===== config.mk =====
export PLATFORM = sky130hd
export DESIGN_NAME = turn_signal_ctrl_flat
export DESIGN_NICKNAME = d
export VERILOG_FILES = /design/src/rtl/turn_signal_ctrl_if.sv /design/src/rtl/turn_signal_ctrl.sv /design/src/flat_wrapper.sv
export SDC_FILE = /design/constraint.sdc
export NUM_CORES = 1
export LEC_CHECK = 0
export BUFFER_PORTS_ARGS = -buffer_cell sky130_fd_sc_hd__buf_2
export CORE_MARGIN = 2
export CORE_UTILIZATION = 50
export DETAILED_ROUTE_END_ITERATION = 7
export PLACE_DENSITY_LB_ADDON = 0.08
export SYNTH_ARGS = -nofsm -noshare
export SYNTH_HDL_FRONTEND = slang
export SYNTH_SLANG_ARGS = --single-unit

===== constraint.sdc =====
create_clock -name clk -period 2.1 [get_ports clk]
set_clock_uncertainty 0.05 [all_clocks]
set_input_delay 0.315 -clock clk [delete_from_list [all_inputs] [get_ports clk]]
set_output_delay 0.315 -clock clk [all_outputs]
set_load 0.005 [all_outputs]

===== src/rtl/turn_signal_ctrl_if.sv =====
// ============================================================================
// turn_signal_ctrl_if : switch, blink and lamp signals of the indicator block
// Revision 1.0
// ============================================================================
`default_nettype none

interface turn_signal_ctrl_if;
  logic       blink_src;
  logic       left_sw;
  logic       right_sw;
  logic       engine_on;
  logic       led_left;
  logic       led_right;
  logic [1:0] state_o;
  logic [7:0] flash_cnt;

  modport master (
    output blink_src, left_sw, right_sw, engine_on,
    input  led_left, led_right, state_o, flash_cnt
  );

  modport slave (
    input  blink_src, left_sw, right_sw, engine_on,
    output led_left, led_right, state_o, flash_cnt
  );
endinterface

`default_nettype wire


===== src/rtl/turn_signal_ctrl.sv =====
// ============================================================================
// turn_signal_ctrl : debounced indicator FSM with blink phase and flash count
// Revision 1.0
// ============================================================================
`default_nettype none

module turn_signal_ctrl #(
  parameter int unsigned DEB_CYCLES = 20
) (
  input  logic               clk,
  input  logic               rst,
  turn_signal_ctrl_if.slave  bus
);

  typedef enum logic [1:0] {
    ST_IDLE   = 2'd0,
    ST_LEFT   = 2'd1,
    ST_RIGHT  = 2'd2,
    ST_HAZARD = 2'd3
  } state_t;

  localparam int unsigned      CNT_W    = 20;
  localparam logic [CNT_W-1:0] DEB_LAST = CNT_W'(DEB_CYCLES - 1);

  // Index 0 is the left switch, index 1 the right switch.
  logic [1:0]       sw_raw;
  logic [1:0]       sw_sync1_q;
  logic [1:0]       sw_sync2_q;
  logic [1:0]       deb_q;
  logic [CNT_W-1:0] deb_cnt_q [2];

  logic blink_sync1_q;
  logic blink_sync2_q;
  logic blink_prev_q;
  logic blink_edge_q;

  state_t     state_q, state_d;
  logic       phase_q, phase_d;
  logic [7:0] flash_q, flash_d;
  logic       led_left_q, led_left_d;
  logic       led_right_q, led_right_d;

  assign sw_raw = {bus.right_sw, bus.left_sw};

  always_ff @(posedge clk or posedge rst) begin
    if (rst) begin
      sw_sync1_q <= '0;
      sw_sync2_q <= '0;
      deb_q      <= '0;
      for (int i = 0; i < 2; i++) begin
        deb_cnt_q[i] <= '0;
      end
    end else begin
      sw_sync1_q <= sw_raw;
      sw_sync2_q <= sw_sync1_q;
      for (int i = 0; i < 2; i++) begin
        if (sw_sync2_q[i] == deb_q[i]) begin
          deb_cnt_q[i] <= '0;
        end else if (deb_cnt_q[i] == DEB_LAST) begin
          deb_q[i]     <= sw_sync2_q[i];
          deb_cnt_q[i] <= '0;
        end else begin
          deb_cnt_q[i] <= deb_cnt_q[i] + 1'b1;
        end
      end
    end
  end

  // The edge pulse is registered so an LED toggle lands exactly on the
  // same edge as a state-driven LED update would.
  always_ff @(posedge clk or posedge rst) begin
    if (rst) begin
      blink_sync1_q <= 1'b0;
      blink_sync2_q <= 1'b0;
      blink_prev_q  <= 1'b0;
      blink_edge_q  <= 1'b0;
    end else begin
      blink_sync1_q <= bus.blink_src;
      blink_sync2_q <= blink_sync1_q;
      blink_prev_q  <= blink_sync2_q;
      blink_edge_q  <= blink_sync2_q ^ blink_prev_q;
    end
  end

  always_comb begin
    state_d     = ST_IDLE;
    phase_d     = 1'b0;
    flash_d     = flash_q;
    led_left_d  = 1'b0;
    led_right_d = 1'b0;

    if (deb_q[0] && deb_q[1]) begin
      state_d = ST_HAZARD;
    end else if (deb_q[0] && bus.engine_on) begin
      state_d = ST_LEFT;
    end else if (deb_q[1] && bus.engine_on) begin
      state_d = ST_RIGHT;
    end

    // A state change always relights the lamp, even if a blink edge coincides.
    if (state_d != ST_IDLE) begin
      if (state_d != state_q) begin
        phase_d = 1'b1;
      end else if (blink_edge_q) begin
        phase_d = ~phase_q;
      end else begin
        phase_d = phase_q;
      end
    end

    if (phase_d && !phase_q && (flash_q != 8'hFF)) begin
      flash_d = flash_q + 8'd1;
    end

    led_left_d  = phase_d && ((state_d == ST_LEFT)  || (state_d == ST_HAZARD));
    led_right_d = phase_d && ((state_d == ST_RIGHT) || (state_d == ST_HAZARD));
  end

  always_ff @(posedge clk or posedge rst) begin
    if (rst) begin
      state_q     <= ST_IDLE;
      phase_q     <= 1'b0;
      flash_q     <= 8'd0;
      led_left_q  <= 1'b0;
      led_right_q <= 1'b0;
    end else begin
      state_q     <= state_d;
      phase_q     <= phase_d;
      flash_q     <= flash_d;
      led_left_q  <= led_left_d;
      led_right_q <= led_right_d;
    end
  end

  assign bus.led_left  = led_left_q;
  assign bus.led_right = led_right_q;
  assign bus.state_o   = state_q;
  assign bus.flash_cnt = flash_q;

endmodule

`default_nettype wire

===== src/flat_wrapper.sv =====
// flat-port wrapper written by rule: the top's interface ports become plain ports
module turn_signal_ctrl_flat 
#(
  parameter int unsigned DEB_CYCLES = 20
)
  (clk, rst, bus_blink_src, bus_left_sw, bus_right_sw, bus_engine_on, bus_led_left, bus_led_right, bus_state_o, bus_flash_cnt);
  turn_signal_ctrl_if bus_i ();
  input  logic clk;
  input  logic rst;
  input wire logic [$bits(bus_i.blink_src)-1:0] bus_blink_src;
  input wire logic [$bits(bus_i.left_sw)-1:0] bus_left_sw;
  input wire logic [$bits(bus_i.right_sw)-1:0] bus_right_sw;
  input wire logic [$bits(bus_i.engine_on)-1:0] bus_engine_on;
  output wire logic [$bits(bus_i.led_left)-1:0] bus_led_left;
  output wire logic [$bits(bus_i.led_right)-1:0] bus_led_right;
  output wire logic [$bits(bus_i.state_o)-1:0] bus_state_o;
  output wire logic [$bits(bus_i.flash_cnt)-1:0] bus_flash_cnt;
  assign bus_i.blink_src = bus_blink_src;
  assign bus_i.left_sw = bus_left_sw;
  assign bus_i.right_sw = bus_right_sw;
  assign bus_i.engine_on = bus_engine_on;
  assign bus_led_left = bus_i.led_left;
  assign bus_led_right = bus_i.led_right;
  assign bus_state_o = bus_i.state_o;
  assign bus_flash_cnt = bus_i.flash_cnt;
  turn_signal_ctrl #(.DEB_CYCLES(DEB_CYCLES)) u_core (.clk(clk), .rst(rst), .bus(bus_i));
endmodule

==> flow_summary.yaml <==
die:
  start_util_pct: 52.06
  die-area_um2: 6354
  top_level_ports: 18
  fp.dieH_um: 79.72
  rows: 27
  core_area_um2: 5507
  chipWidth_um: 79.72
cells_and_area:
  fin_util_pct: 59.87
  syn2layout_area_growth_pct: 15.02
  drive_above_1_share_pct: 16.28
  finalInstanceArea_um2: 3297
  fill_cells: 478
  antenna_cells: 0
  layout.cells.non_filler: 373
  num-nets-final: 305
clock_tree:
  htree_levels: 3
  clock-sinks: 63
  cts_tree: "built"
  cts_setup_buffers: 0
  worstSkewPairLatency_ps: 330
  cts_buffer_depth: 2
  cts_buffers: 9
  cts_root_buf: "clkbuf_8"
  cts.clk_slew.worst_paths_ps: 70
grt:
  grt_use_total_pct: 17.82
  grt_pass1_vias: 1943
  antenna_found_initial: 0
  grt_max_degree: 64
  grt_pass1_wl_mm: 8.618
  gr-total-overflow: 0
synthesis:
  ys_warn_count: 0
  synthCells: 269
  netlist_area_um2: 2866
  avgSynthCellArea_um2: 10.66
  synth_nets: 278
  synth_cell_types: 34
  ys_seq_elements: 63
  yosysSeqAreaShare_pct: 55.00
placement:
  dp_hpwl_mm: 3.330
  portBuffers: 17
  detailedPlace.worstSlack_ps: 101.7
  place.gp.congestion: 0.7534
  place_area_um2: 3054
  dp_cells: 356
drt:
  firstDrtPassIters: 4
  drt_iter0_drc: 95
  drc: 0
  wl_per_cell_um: 13.25
  wirelength_mm: 4.943
  routed_via_density: 5.193
  vias: 1937
  ant_nets: 0
worst_setup_path:
  cp.required_ps: 2270
  path_class: "reg2reg"
  arrival_ps: 2060
  endpoint_kind: "register"
  critPathMaxFanout: 20
  start_kind: "register"
run_status:
  status: "completed"
sta:
  whs_ps: 29.76
  final.min_clock_period_ps: 1898
  post-route-period-util_pct: 90.40
  fmax_mhz: 526.8
  final_max_slew_viol_count: 0
  hold_violations: 0
  fin_ws_ps: 201.6
  finalSetupTns_ps: 0
  tightest_slew_ps: 431.5
  rsz0062_at_grt: "no"
  maxSlewHeadroom_pct: 70.83
  finalSetupViolations: 0
job:
  maxCapViolCount: 0
power:
  p_per_area_nw_per_um2: 764.1
  p_total_mw: 2.519
  power_leakage_nw: 1.554
  ir_drop_mv: 0.4868
worst_hold_path:
  hp-class: "in2reg"
==> placed cells by master (no fill, tap or decap), types with 2 or more instances in the layout <==
cell type   count
buf_2          17
mux2_2          2
xnor2_1        19
and3_1          5
dfrtp_1        63
and4_1          6
nand4_1        14
nand2_1        17
ha_1            3
nor3_1          6
clkinvlp_4      2
nor4_1         10
nand3_1        16
clkbuf_8       10
buf_4           4
xor2_1         30
nor2_1         47
inv_1           5
bufinv_16       2
or2_4           2
inv_2           2
==> worst paths after layout <==
path	endpoint	depth (start not counted)	from	slack, ps
min in group asynchronous	u_core.blink_sync2_q$_DFF_PP0_	4	rst	520
min	u_core.sw_sync1_q[1]$_DFF_PP0_	1	bus_right_sw	30
max	u_core.deb_cnt_q[32]$_DFF_PP0_	6	u_core.deb_cnt_q[20]$_DFF_PP0_	200
max in group asynchronous	u_core.deb_cnt_q[19]$_DFF_PP0_	4	rst	1210
max reg2reg	u_core.deb_cnt_q[32]$_DFF_PP0_	6	u_core.deb_cnt_q[20]$_DFF_PP0_	200
min reg2reg	u_core.sw_sync2_q[1]$_DFF_PP0_	0	u_core.sw_sync1_q[1]$_DFF_PP0_	300
==> power by group <==
| part | total, mW | internal (mW) | switching, mW |
|---|---|---|---|
| Clock | 1.19 | 0.706 | 0.487 |
| Sequential | 1.25 | 1.23 | 0.0147 |
| Combinational | 0.0806 | 0.0274 | 0.0531 |
==> state kept, by name, summed over array words and instances, names as in the netlist <==
signal,cells
u_core.bus.state_o,2
u_core.blink_edge_q,1
u_core.blink_sync1_q,1
u_core.deb_q,2
u_core.sw_sync2_q,2
u_core.phase_q,1
u_core.blink_sync2_q,1
u_core.deb_cnt_q,40
u_core.bus.led_left,1
u_core.sw_sync1_q,2
u_core.bus.flash_cnt,8
u_core.bus.led_right,1
u_core.blink_prev_q,1
==> worst max-delay path, cell delays in order, from the launching register on <==
cell and delay (ps):
dfrtp_1 400, ha_1 260, nor4bb_1 220, nand4_1 130
nor4_1 300, or2_4 330, nor2_1 90
==> cell type report <==
| cell class | instances | area, µm² | share of cell area (%) |
|---|---|---|---|
| timing repair buffer | 23 | 145.1 | 4.402 |
| multi-input combinational | 192 | 1229 | 37.27 |
| sequential | 63 | 1577 | 47.82 |
| inverter | 7 | 26.28 | 0.7970 |
| tap | 72 | 90.09 | 2.732 |
| clock inverter | 6 | 92.59 | 2.808 |
| clock buffer | 10 | 137.6 | 4.175 |
==> layer usage <==
layer | GRT usage (%) | vias to the layer above | wire length, µm
li1 | - | 975 | -
met3 | 6.448 | 7 | 157
met2 | 30.67 | 28 | 2437
met1 | 20.85 | 927 | 2288
met5 | 0 | - | 0
met4 | 5.172 | 0 | 59
==> cell usage after synthesis (all sizes together) <==
cell    number  area [µm²]
nor4bb       1       10.01
nand3       16       80.08
clkbuf       3       11.26
xnor2       19       166.4
dfrtp       63        1577
or2          3       21.27
mux2         3       37.53
a31oi        1       6.260
o21ai        2       13.76
a21oi        1       5.000
and4         6       52.55
nor2        47       176.4
nand2       17       63.81
and3         5       31.28
nor4b        2       23.77
nor3b        1       7.510
inv          7       26.27
xor2        30       262.8
and2         1       6.260
a41oi        1       8.760
buf          4       26.27
or4          1       7.510
ha           3       37.54
nor3         6       30.03
nor2b        1       6.260
nor4        11       83.83
nand4       14       87.58
==> kinds of logic after synthesis <==
family | Yosys count | synth area share (%)
AO/OA/AOI/OAI | 5 | 1.178
XOR/XNOR | 49 | 14.97
adder cells (fa/ha/maj) | 3 | 1.310
buffers and inverters | 14 | 2.226
flip-flops | 63 | 55.00
multiplexers | 3 | 1.309
AND/OR/NAND/NOR | 132 | 24.01
==> timing repair <==
| item | CTS | global route |
|---|---|---|
| setup endpoints to repair | 0 | 20 |
| gates resized for setup | 0 | 1 |
| hold buffers | 1 | 0 |
| endpoints found under the hold margin | 63 | 0 |
No activity file was read; power rests on OpenSTA's default activity.
